[src/rtl/alu_seq_driver_if.sv]
// Purpose: bundles the request, response and ALU word-port signals of alu_seq_driver.
// Ports: req_* (request, valid/ready), rsp_* (response, valid/ready), alu_* (word operands/result).
// Modports: slave = the sequencing engine; master = requester plus the combinational ALU.
interface alu_seq_driver_if #(
  parameter int NWORDS = 2
);
  localparam int W = 16 * NWORDS;

  logic           req_valid;
  logic           req_ready;
  logic [1:0]     req_op;
  logic [W-1:0]   req_a;
  logic [W-1:0]   req_b;

  logic [15:0]    alu_a;
  logic [15:0]    alu_b;
  logic           alu_cin;
  logic           alu_sub;
  logic [2:0]     alu_op;
  logic [15:0]    alu_result;
  logic           alu_cout;

  logic           rsp_valid;
  logic           rsp_ready;
  logic [W-1:0]   rsp_result;
  logic           rsp_cout;
  logic           rsp_less;

  modport slave (
    input  req_valid, req_op, req_a, req_b, rsp_ready, alu_result, alu_cout,
    output req_ready, alu_a, alu_b, alu_cin, alu_sub, alu_op,
           rsp_valid, rsp_result, rsp_cout, rsp_less
  );

  modport master (
    output req_valid, req_op, req_a, req_b, rsp_ready, alu_result, alu_cout,
    input  req_ready, alu_a, alu_b, alu_cin, alu_sub, alu_op,
           rsp_valid, rsp_result, rsp_cout, rsp_less
  );
endinterface

[src/rtl/alu_seq_driver.sv]
// Purpose: issues a NWORDS x 16-bit AND/ADD/SUB/SLT to an external 16-bit ALU, LSW first, chaining carry.
// Ports: clk, rst (async active-high), bus (alu_seq_driver_if.slave: req_*, alu_*, rsp_*).
// Latency: rsp_valid rises NWORDS cycles after the request handshake; one request in flight at a time.
// Option: define ALU_SEQ_SLT_EN to make op 11 return {0.., less}; otherwise op 11 acts as SUB.
module alu_seq_driver #(
  parameter int NWORDS = 2
) (
  input  logic              clk,
  input  logic              rst,
  alu_seq_driver_if.slave   bus
);
  localparam int W = 16 * NWORDS;

  localparam logic [1:0] OP_AND = 2'b00;
`ifdef ALU_SEQ_SLT_EN
  localparam logic [1:0] OP_SLT = 2'b11;
`endif

  typedef enum logic [1:0] {IDLE, EXEC, DONE} state_t;

  state_t          state_q;
  state_t          state_d;
  logic [1:0]      op_q;
  logic [1:0]      k_q;
  logic [W-1:0]    a_q;
  logic [W-1:0]    b_q;       // already inverted for SUB/SLT
  logic            b_msb_q;   // MSB of the original B, for the overflow term
  logic [W-1:0]    res_q;
  logic            carry_q;
  logic            cout_q;
  logic            less_q;

  logic            ready_c;
  logic            valid_c;
  logic            accept;
  logic            last_word;
  logic            is_and;
  logic            is_sub;
  logic [W-1:0]    res_d;
  logic            n_flag;
  logic            v_flag;
  logic            less_d;

  assign is_and    = (op_q == OP_AND);
  assign is_sub    = op_q[1];               // 10 SUB and 11 SLT both subtract
  assign last_word = (k_q == 2'(NWORDS - 1));
  assign accept    = bus.req_valid & bus.req_ready;

  // State register
  always_ff @(posedge clk or posedge rst) begin
    if (rst) state_q <= IDLE;
    else     state_q <= state_d;
  end

  // Next state and handshake outputs
  always_comb begin
    state_d = state_q;
    ready_c = 1'b0;
    valid_c = 1'b0;
    case (state_q)
      IDLE: begin
        ready_c = 1'b1;
        if (bus.req_valid & ~rst) state_d = EXEC;
      end
      EXEC: begin
        if (last_word) state_d = DONE;
      end
      DONE: begin
        valid_c = 1'b1;
        if (bus.rsp_ready) state_d = IDLE;
      end
      default: state_d = IDLE;
    endcase
  end

  // Held low while reset is asserted even though the state already reads IDLE.
  assign bus.req_ready = ready_c & ~rst;
  assign bus.rsp_valid = valid_c;

  // Word mux to the ALU; everything is zero outside EXEC.
  always_comb begin
    bus.alu_a   = 16'h0000;
    bus.alu_b   = 16'h0000;
    bus.alu_cin = 1'b0;
    bus.alu_sub = 1'b0;
    bus.alu_op  = 3'b000;
    if (state_q == EXEC) begin
      for (int i = 0; i < NWORDS; i++) begin
        if (k_q == i[1:0]) begin
          bus.alu_a = a_q[16*i +: 16];
          bus.alu_b = b_q[16*i +: 16];
        end
      end
      bus.alu_op = is_and ? 3'b000 : 3'b100;
      if (!is_and)
        bus.alu_cin = (k_q == 2'd0) ? is_sub : carry_q;
    end
  end

  // Result with the current ALU word merged in, used for the final flags.
  always_comb begin
    res_d = res_q;
    for (int i = 0; i < NWORDS; i++) begin
      if (k_q == i[1:0]) res_d[16*i +: 16] = bus.alu_result;
    end
  end

  assign n_flag = res_d[W-1];
  assign v_flag = (a_q[W-1] != b_msb_q) & (n_flag != a_q[W-1]);
  assign less_d = n_flag ^ v_flag;

  // Datapath registers
  always_ff @(posedge clk or posedge rst) begin
    if (rst) begin
      op_q    <= 2'b00;
      k_q     <= 2'd0;
      a_q     <= '0;
      b_q     <= '0;
      b_msb_q <= 1'b0;
      res_q   <= '0;
      carry_q <= 1'b0;
      cout_q  <= 1'b0;
      less_q  <= 1'b0;
    end else begin
      case (state_q)
        IDLE: begin
          if (accept) begin
            op_q    <= bus.req_op;
            a_q     <= bus.req_a;
            b_q     <= bus.req_op[1] ? ~bus.req_b : bus.req_b;
            b_msb_q <= bus.req_b[W-1];
            k_q     <= 2'd0;
            carry_q <= 1'b0;
            res_q   <= '0;
            cout_q  <= 1'b0;
            less_q  <= 1'b0;
          end
        end
        EXEC: begin
          res_q   <= res_d;
          carry_q <= bus.alu_cout;
          k_q     <= k_q + 2'd1;
          if (last_word) begin
            cout_q <= is_and ? 1'b0 : bus.alu_cout;
            less_q <= is_sub ? less_d : 1'b0;
`ifdef ALU_SEQ_SLT_EN
            if (op_q == OP_SLT) res_q <= {{(W-1){1'b0}}, less_d};
`endif
          end
        end
        default: ;
      endcase
    end
  end

  assign bus.rsp_result = res_q;
  assign bus.rsp_cout   = cout_q;
  assign bus.rsp_less   = less_q;
endmodule

[src/flat_wrapper.sv]
// flat-port wrapper written by rule: the top's interface ports become plain ports
module alu_seq_driver_flat 
#(
  parameter int NWORDS = 2
)
  (clk, rst, bus_req_valid, bus_req_op, bus_req_a, bus_req_b, bus_rsp_ready, bus_alu_result, bus_alu_cout, bus_req_ready, bus_alu_a, bus_alu_b, bus_alu_cin, bus_alu_sub, bus_alu_op, bus_rsp_valid, bus_rsp_result, bus_rsp_cout, bus_rsp_less);
  alu_seq_driver_if #(.NWORDS(NWORDS)) bus_i ();
  input  logic clk;
  input  logic rst;
  input wire logic [$bits(bus_i.req_valid)-1:0] bus_req_valid;
  input wire logic [$bits(bus_i.req_op)-1:0] bus_req_op;
  input wire logic [$bits(bus_i.req_a)-1:0] bus_req_a;
  input wire logic [$bits(bus_i.req_b)-1:0] bus_req_b;
  input wire logic [$bits(bus_i.rsp_ready)-1:0] bus_rsp_ready;
  input wire logic [$bits(bus_i.alu_result)-1:0] bus_alu_result;
  input wire logic [$bits(bus_i.alu_cout)-1:0] bus_alu_cout;
  output wire logic [$bits(bus_i.req_ready)-1:0] bus_req_ready;
  output wire logic [$bits(bus_i.alu_a)-1:0] bus_alu_a;
  output wire logic [$bits(bus_i.alu_b)-1:0] bus_alu_b;
  output wire logic [$bits(bus_i.alu_cin)-1:0] bus_alu_cin;
  output wire logic [$bits(bus_i.alu_sub)-1:0] bus_alu_sub;
  output wire logic [$bits(bus_i.alu_op)-1:0] bus_alu_op;
  output wire logic [$bits(bus_i.rsp_valid)-1:0] bus_rsp_valid;
  output wire logic [$bits(bus_i.rsp_result)-1:0] bus_rsp_result;
  output wire logic [$bits(bus_i.rsp_cout)-1:0] bus_rsp_cout;
  output wire logic [$bits(bus_i.rsp_less)-1:0] bus_rsp_less;
  assign bus_i.req_valid = bus_req_valid;
  assign bus_i.req_op = bus_req_op;
  assign bus_i.req_a = bus_req_a;
  assign bus_i.req_b = bus_req_b;
  assign bus_i.rsp_ready = bus_rsp_ready;
  assign bus_i.alu_result = bus_alu_result;
  assign bus_i.alu_cout = bus_alu_cout;
  assign bus_req_ready = bus_i.req_ready;
  assign bus_alu_a = bus_i.alu_a;
  assign bus_alu_b = bus_i.alu_b;
  assign bus_alu_cin = bus_i.alu_cin;
  assign bus_alu_sub = bus_i.alu_sub;
  assign bus_alu_op = bus_i.alu_op;
  assign bus_rsp_valid = bus_i.rsp_valid;
  assign bus_rsp_result = bus_i.rsp_result;
  assign bus_rsp_cout = bus_i.rsp_cout;
  assign bus_rsp_less = bus_i.rsp_less;
  alu_seq_driver #(.NWORDS(NWORDS)) u_core (.clk(clk), .rst(rst), .bus(bus_i));
endmodule
[config.mk]
export PLATFORM = sky130hd
export DESIGN_NAME = alu_seq_driver_flat
export DESIGN_NICKNAME = d
export VERILOG_FILES = /design/src/rtl/alu_seq_driver_if.sv /design/src/rtl/alu_seq_driver.sv /design/src/flat_wrapper.sv
export SDC_FILE = /design/constraint.sdc
export NUM_CORES = 1
export LEC_CHECK = 0
export BUFFER_PORTS_ARGS = -buffer_cell sky130_fd_sc_hd__buf_4
export CAP_MARGIN = 30
export CORE_AREA = 4 4 113 115
export CTS_CLUSTER_DIAMETER = 50
export DETAILED_ROUTE_END_ITERATION = 10
export DIE_AREA = 0 0 117 119
export PLACE_DENSITY = 0.64
export SYNTH_ARGS = -nofsm -noshare
export SYNTH_HDL_FRONTEND = slang
export SYNTH_SLANG_ARGS = --single-unit
[constraint.sdc]
create_clock -name clk -period 8.5 [get_ports clk]
set_input_delay 0.425 -clock clk [delete_from_list [all_inputs] [get_ports clk]]
set_output_delay 0.425 -clock clk [all_outputs]
set_load 0.02 [all_outputs]
* Word level (Yosys, flattened, before mapping) *
Cells that the tools add are included.

storage, ports and cells
  flip-flop bits (word level) = 106
  logic and storage cells = 71
  output and inout bits = 73
  input port bits = 87

operators by class
  multiplexer cells = 32
  equal/unequal tests = 10
  add/sub/neg operators = 1
  reductions and logical operators = 9
  bitwise operators = 7

operator list
  kind                   count
  $mux W16               8
  $mux W32               2
  $pmux W32 S2           1
  $not A32 Y32           1
  $mux W1                10
  $reduce_and A3 Y1      3
  $mux W2                4
  $logic_not A2 Y1       3
  $mux W3                2
  $ne A2 B1 Y1 const B   3
  $pmux W1 S2            3
  $pmux W2 S3            1
  $and A1 B1 Y1          4
  $eq A2 B1 Y1 const B   2
  $ne A2 B2 Y1 const B   2
  $pmux W2 S2            1
  $reduce_and A2 Y1      2
  $add A2 B1 Y2 const B  1
  $eq A2 B2 Y1 const B   1
  $ne A1 B1 Y1           2
  $reduce_bool A2 Y1     1
  $not A1 Y1             1
  $xor A1 B1 Y1          1

* Logic depth before layout (Yosys ltp) *
Gate-level depths: netlist (run 1).

  word-level depth = 8
  mapped depth = 8
  depth with buffers taken out = 5

* Worst setup path before layout (run 1) *
Ideal clock, no wire load.

  path kind = register -> output
  from = register u_core.k_q[0]
  to = output port bus_alu_a[0]
  arrival time = 1562 ps
  stages on the path, launching flop included = 9
  data required time = 8075 ps
  setup slack = 6513 ps
  buffers on the path = 3
  cells stage by stage = dfrtp_1 inv_1 ha_1 and3b_1 buf_2 nor2b_1 buf_2 buf_6 a22o_1

between the ends
  word-level cells in the longest chain between the ends = 4
  elaborated cells between the ends (all ways) = 5
  those cells by class = eq/ne (1); mux (3); reduce/logical (1)

RTL lines
  what                    line                   source
  from (decl)             alu_seq_driver.sv:24   logic [1:0] k_q;
  from (signal assigned)  alu_seq_driver.sv:142  k_q <= k_q + 2'd1;
  $logic_not A2 Y1        alu_seq_driver.sv:89   if (k_q == i[1:0]) begin
  $mux W16                alu_seq_driver.sv:89
  $mux W16 (*)            alu_seq_driver.sv:89
  $mux W16 (*)            alu_seq_driver.sv:87   if (state_q == EXEC) begin
  to (decl)               flat_wrapper.sv:18     output wire logic [$bits(bus_i.alu_a)-1:0] bus_alu_a;

Mark *: on every way between the ends. The rest lies on a longest branch, timed or not.

* Final worst setup path (run 1) *
  from = register u_core.k_q[0]
  to = output port bus_alu_b[3]

between the ends
  word-level cells in the longest chain between the ends = 4
  elaborated cells between the ends (all ways) = 5
  those cells by class = eq/ne (1); mux (3); reduce/logical (1)

RTL lines
  what              line                  source
  $logic_not A2 Y1  alu_seq_driver.sv:89
  $mux W16          alu_seq_driver.sv:89
  $mux W16 (*)      alu_seq_driver.sv:89
  $mux W16 (*)      alu_seq_driver.sv:87
  to (decl)         flat_wrapper.sv:19    output wire logic [$bits(bus_i.alu_b)-1:0] bus_alu_b;

Marks and branches as above.

==> results.yml, run 1 <==
global_routing:
  grt_pass1_vias: 3589
  antenna_found_initial: 0
  grt_usage: 0.166
  grt_start_max_net_pins: 94
  grt_overflow_total: 0
  grt_pass1_wl_um: 18100
setup_path:
  critPathBufInv: 3
  r2r_slack_ps: 6320
  reg2reg_depth: 6
  crit_type: "flip-flop to primary output"
  critPathTopFamily: "simple AND/OR/NAND/NOR gates"
  arrival_ps: 2900
  cp_num_cells: 7
  crit_slowest_cell: "nor2b_2"
  max_stage_delay_ps: 610
  cpMostUsedCell: "buf_4"
  cp.required_ps: 8080
  path_cells: "inv_1, ha_1, and3b_1, nor2b_2, buf_4, a22o_1, buf_4"
  cp_max_fo: 20
  worstSetupStartpointType: "flip-flop"
  endpoint_kind: "primary output"
  r2r_start: "u_core.k_q[1]$_DFFE_PP0P_"
  r2r-end: "u_core.bus.rsp_result[16]$_DFFE_PP0P_"
cells_and_area:
  multiInputGateArea_um2: 1800
  final-instance-count-excl-fill: 669
  layout-area-overhead-vs-synth_pct: 32.5
  antenna_cells: 0
  nFillCells: 1074
  final_layout_size_suffix_gt1_frac: 0.425
  layout.nets: 606
  seq_area_um2: 2650
timing:
  worst_pin_slew_ps: 706
  period_share: 0.391
  fin_skew_ps: 5.21
  rsz0062_at_grt: "no"
  finalSetupViolCount: 0
  min_period_ps: 3320
  slew_headroom: 0.529
  tns_ps: 0
  finalHoldViolations: 0
  max_freq_mhz: 301
  slew_violations: 0
route:
  firstDrtPassIters: 4
  wl_per_cell_um: 17.1
  drt-initial-drc-count: 254
  detail-route-antenna-nets: 0
  routed-via-count: 3466
  via_per_inst: 5.18
  drc: 0
  routed_wl_um: 11500
floorplanning:
  die_area_um2: 13900
  die_w_um: 117
  die_h_um: 119
  ios: 160
  rows: 40
  start_util: 0.400
  coreArea_um2: 11800
pwr:
  power.switching_uw: 803
  combPwrFrac: 0.401
  intPower_uw: 1500
  sequentialPowerShare: 0.380
  clkPwrFrac: 0.219
  leakagePower_uw: 0.00297
  ir_worst_vdd_mv: 0.135
  powerDensity_nw_per_um2: 368
  p_sw_frac: 0.348
clock_tree:
  numClockSinks: 106
  hold_buffers: 0
  cts_tree: "built"
  cts.repair.resized: 0
  postCtsSetupRepairBufs: 0
  htreeDepth: 3
  clk_latency_ps: 340
  clkTransAtPathRegs_ps: 70
  cts_inserted_buffers: 9
  clockBufferDepth: 2
  cts_root_buf: "clkbuf_16"
yosys:
  synth_cell_types: 34
  yosysTopAreaCell: "dfrtp_1"
  ys_warn_count: 0
  synth_ff_type: "dfrtp_1"
  synth_common_cells: "106 x dfrtp_1, 60 x a22o_1, 34 x a21oi_1, 34 x mux2_2, 33 x nor2_1"
  ys_ff_latch: 106
  seq_area_frac_synth: 0.561
  async_reset_ff_frac: 1.00
  synth_edf_count: 0
  synth_area_leaders: "dfrtp_1 56%, a22o_1 11%, mux2_2 8.1%, xnor2_1 5.9%, a21oi_1 3.6%"
  yosysTopAreaCellShare: 0.561
  synthCells: 377
  synth.avg_cell_area_um2: 12.5
  syn_area_um2: 4730
  synth.most_common_cell: "dfrtp_1"
placed_design:
  place.port_buffers: 156
  dp_cells: 653
  dpl.hpwl_um: 8060
  gp_congestion: 0.784
worst_hold_path:
  hold_path_class: "input pin to asynchronous set/reset pin"
run:
  max_cap_viol_count: 0
outcome:
  outcome: "complete, no violations"
-- cell usage in the layout (no fill, tap or decap), types with 2 or more instances in the layout --
cell and n:
a22o_1 60, nand2_1 3, xnor2_1 32, ha_1 2
inv_1 6, bufinv_16 4, conb_1 3, a21oi_1 34
o211ai_1 2, buf_4 160, nor2b_1 2, mux2_2 34
clkbuf_16 9, o21ai_0 3, nor2_1 33, dfrtp_1 106
a22o_2 6
-- per-layer routing --
layer  global-route usage  share of wire
met2                0.250           0.46
met4               0.0695          0.013
met1                0.222           0.44
met5                    0              0
met3               0.0488          0.089
-- worst max path at each step --
| stage | startpoint | endpoint | slack, ps |
|---|---|---|---|
| floorplan | rst | u_core.a_q[0]$_DFFE_PP0P_ | 5290 |
| global placement | u_core.k_q[0]$_DFFE_PP0P_ | bus_alu_b[15] | 5650 |
| detailed placement | u_core.k_q[0]$_DFFE_PP0P_ | bus_alu_b[12] | 5520 |
| finish | u_core.k_q[0]$_DFFE_PP0P_ | bus_alu_b[3] | 5180 |
| CTS | u_core.k_q[0]$_DFFE_PP0P_ | bus_alu_b[12] | 5120 |
| global route | u_core.k_q[0]$_DFFE_PP0P_ | bus_alu_b[2] | 4910 |
-- power groups by stage --
stage | clock network, uW | logic [uW] | registers [uW]
floorplan | 0 | 601 | 892
CTS | 519 | 938 | 877
global placement | 0 | 902 | 883
detailed placement | 0 | 935 | 881
finish | 505 | 924 | 877
global route | 542 | 1000 | 906
-- sequential cells by signal (all words and copies together) (netlist names) --
name                   flops
u_core.a_q                32
u_core.b_q                32
u_core.bus.rsp_result     32
u_core.k_q                 2
u_core.op_q                2
u_core.state_q             2
u_core.b_msb_q             1
u_core.bus.rsp_cout        1
u_core.bus.rsp_less        1
u_core.carry_q             1
-- through the flow --
step / util / setup WS [ps] / hold slack (ps) / cell area, um2 / total power (uW)
finish: 0.530 / 5180 / 192 / 6260 / 2310
global route: 0.530 / 4910 / 248 / 6260 / 2450
CTS: 0.530 / 5120 / 214 / 6260 / 2330
detailed placement: 0.499 / 5520 / 481 / 5890 / 1820
global placement: 0.497 / 5650 / 485 / 5870 / 1780
floorplan: - / 5290 / 461 / 4730 / 1490
-- cells by family after synthesis --
family                     Yosys count  share of synthesized area
muxes                               36                     0.0855
and+or+nand+nor                     48                     0.0511
adders and majority gates            2                    0.00529
buffers and inverters               41                     0.0603
DFF                                106                      0.561
AOI/OAI and AO/OA                  111                      0.177
xor gates and xnor gates            32                     0.0593
other                                1                   0.000793
-- area by class of cell --
type,instances,share of cell area
Sequential cell,106,0.424
Timing Repair Buffer,161,0.196
Inverter,7,0.00460
Tap cell,147,0.0294
Multi-Input combinational cell,232,0.288
Clock buffer,11,0.0388
Clock inverter,5,0.0200
(Power assumes the default switching activity.)
==> inputs of run 2 (changes only) <==
--- a/config.mk
+++ b/config.mk
@@ -11,7 +11,7 @@
 export CTS_CLUSTER_DIAMETER = 50
 export DETAILED_ROUTE_END_ITERATION = 10
 export DIE_AREA = 0 0 117 119
-export PLACE_DENSITY = 0.64
+export PLACE_DENSITY = 0.67
 export SYNTH_ARGS = -nofsm -noshare
 export SYNTH_HDL_FRONTEND = slang
 export SYNTH_SLANG_ARGS = --single-unit
==> constraint.sdc (replaced) <==
create_clock -name clk -period 3 [get_ports clk]
set_input_delay 0.15 -clock clk [delete_from_list [all_inputs] [get_ports clk]]
set_output_delay 0.15 -clock clk [all_outputs]
set_load 0.02 [all_outputs]
==> results.yml, run 2 (same netlist as run 1, synthesis figures left out) <==
timing:
  tns_ps: 0
  worst_pin_slew_ps: 713
  finalSetupViolCount: 0
  max_freq_mhz: 434
  finalHoldWorstSlack_ps: 29.1
  finalHoldViolations: 0
  slew_violations: 0
  fin_skew_ps: 3.59
  period_share: 0.769
  slew_headroom: 0.525
  rsz0062_at_grt: "no"
  min_period_ps: 2310
setup_path:
  endpoint_kind: "primary output"
  arrival_ps: 2160
  cp_max_fo: 30
  cp.required_ps: 2850
  crit_type: "flip-flop to primary output"
  worstSetupStartpointType: "flip-flop"
global_routing:
  grt_start_max_net_pins: 102
  antenna_found_initial: 0
  grt_pass1_wl_um: 18300
  grt_pass1_vias: 3567
  grt_usage: 0.165
  grt_overflow_total: 0
outcome:
  outcome: "complete, no violations"
route:
  wl_per_cell_um: 17.0
  drc: 0
  detail-route-antenna-nets: 0
  via_per_inst: 5.15
  routed_wl_um: 11400
  routed-via-count: 3462
  firstDrtPassIters: 4
  drt-initial-drc-count: 190
pwr:
  powerDensity_nw_per_um2: 1010
  ir_worst_vdd_mv: 0.440
  finalPower_uw: 6290
  leakagePower_uw: 0.00294
cells_and_area:
  layout_commonest_cell: "buf_4"
  layout.nets: 609
  layout-area-overhead-vs-synth_pct: 31.7
  layout_common_cells: "160 x buf_4, 106 x dfrtp_1, 60 x a22o_1, 34 x a21oi_1, 34 x mux2_2"
  final-instance-count-excl-fill: 672
  antenna_cells: 0
  final_area_um2: 6220
  final_layout_size_suffix_gt1_frac: 0.423
clock_tree:
  clkTransAtPathRegs_ps: 70
  cts.repair.resized: 0
  cts_root_buf: "clkbuf_16"
  htreeDepth: 3
  numClockSinks: 106
  cts_tree: "built"
  clk_latency_ps: 330
  clockBufferDepth: 2
  cts_inserted_buffers: 9
floorplanning:
  die_area_um2: 13900
  rows: 40
  die_w_um: 117
  die_h_um: 119
  start_util: 0.400
  coreArea_um2: 11800
  ios: 160
placed_design:
  gp_congestion: 0.804
  placed_cell_area_um2: 5910
  dp_cells: 654
  dpl.hpwl_um: 7960
  place.port_buffers: 156
run:
  max_cap_viol_count: 0
worst_hold_path:
  hold_path_class: "input pin to flip-flop"
-- run 2: layout make-up --
class	instances	area, um2
fillers	1037	5590
flip-flops and latches	106	2650
multi-input cells	232	1800
repair buffers	164	1260
clock buffers	12	246
well taps	147	184
clock inverters	4	51.3
inverters	7	28.8
-- run 2: metrics by stage --
| step | util | setup slack (ps) |
|---|---|---|
| 3_3_place_gp | 0.500 | 1060 |
| 2_1_floorplan | - | 61.1 |
| 5_1_grt | 0.527 | 523 |
| 4_1_cts | 0.526 | 660 |
| 6_report | 0.527 | 694 |
| 3_5_place_dp | 0.500 | 953 |
-- run 2: worst max-delay path, cell delays in order, from the launching register on --
cell and delay [ps]:
dfrtp_1 380, inv_1 80, ha_1 240, and3b_2 540, buf_12 250, a22o_1 160, buf_4 140
-- run 2: layer usage --
layer	vias up	routed length [um]	GRT usage
met2	145	5310	0.251
met3	4	1020	0.0564
li1	1617	-	-
met4	0	65	0.0394
met5	-	0	0
met1	1696	5010	0.229
-- run 2: worst paths after layout --
path / start / endpoint / slack [ps] / cells after the start
min in group asynchronous: rst / u_core.op_q[0]$_DFFE_PP0P_ / 520 / 3
hold / removal: bus_req_op[0] / u_core.op_q[0]$_DFFE_PP0P_ / 30 / 2
setup reg to reg: u_core.k_q[0]$_DFFE_PP0P_ / u_core.bus.rsp_cout$_DFFE_PP0P_ / 950 / 5
setup / recovery: u_core.k_q[1]$_DFFE_PP0P_ / bus_alu_a[4] / 690 / 6
max in group asynchronous: rst / u_core.bus.rsp_result[18]$_DFFE_PP0P_ / 1650 / 4
hold reg to reg: u_core.carry_q$_DFFE_PP0P_ / u_core.carry_q$_DFFE_PP0P_ / 500 / 1
-- run 2: what timing repair did --
action / 4_1_cts / 5_1_grt
setup buffers: 0 / 0
hold endpoints to repair: 45 / 1
hold buffers: 1 / 1
-- run 2: power by group --
group	internal (uW)	leakage [uW]	switching (uW)	total, uW
clock	671	0.000143	506	1180
sequential	2060	0.00128	398	2460
combinational	1290	0.00152	1370	2650
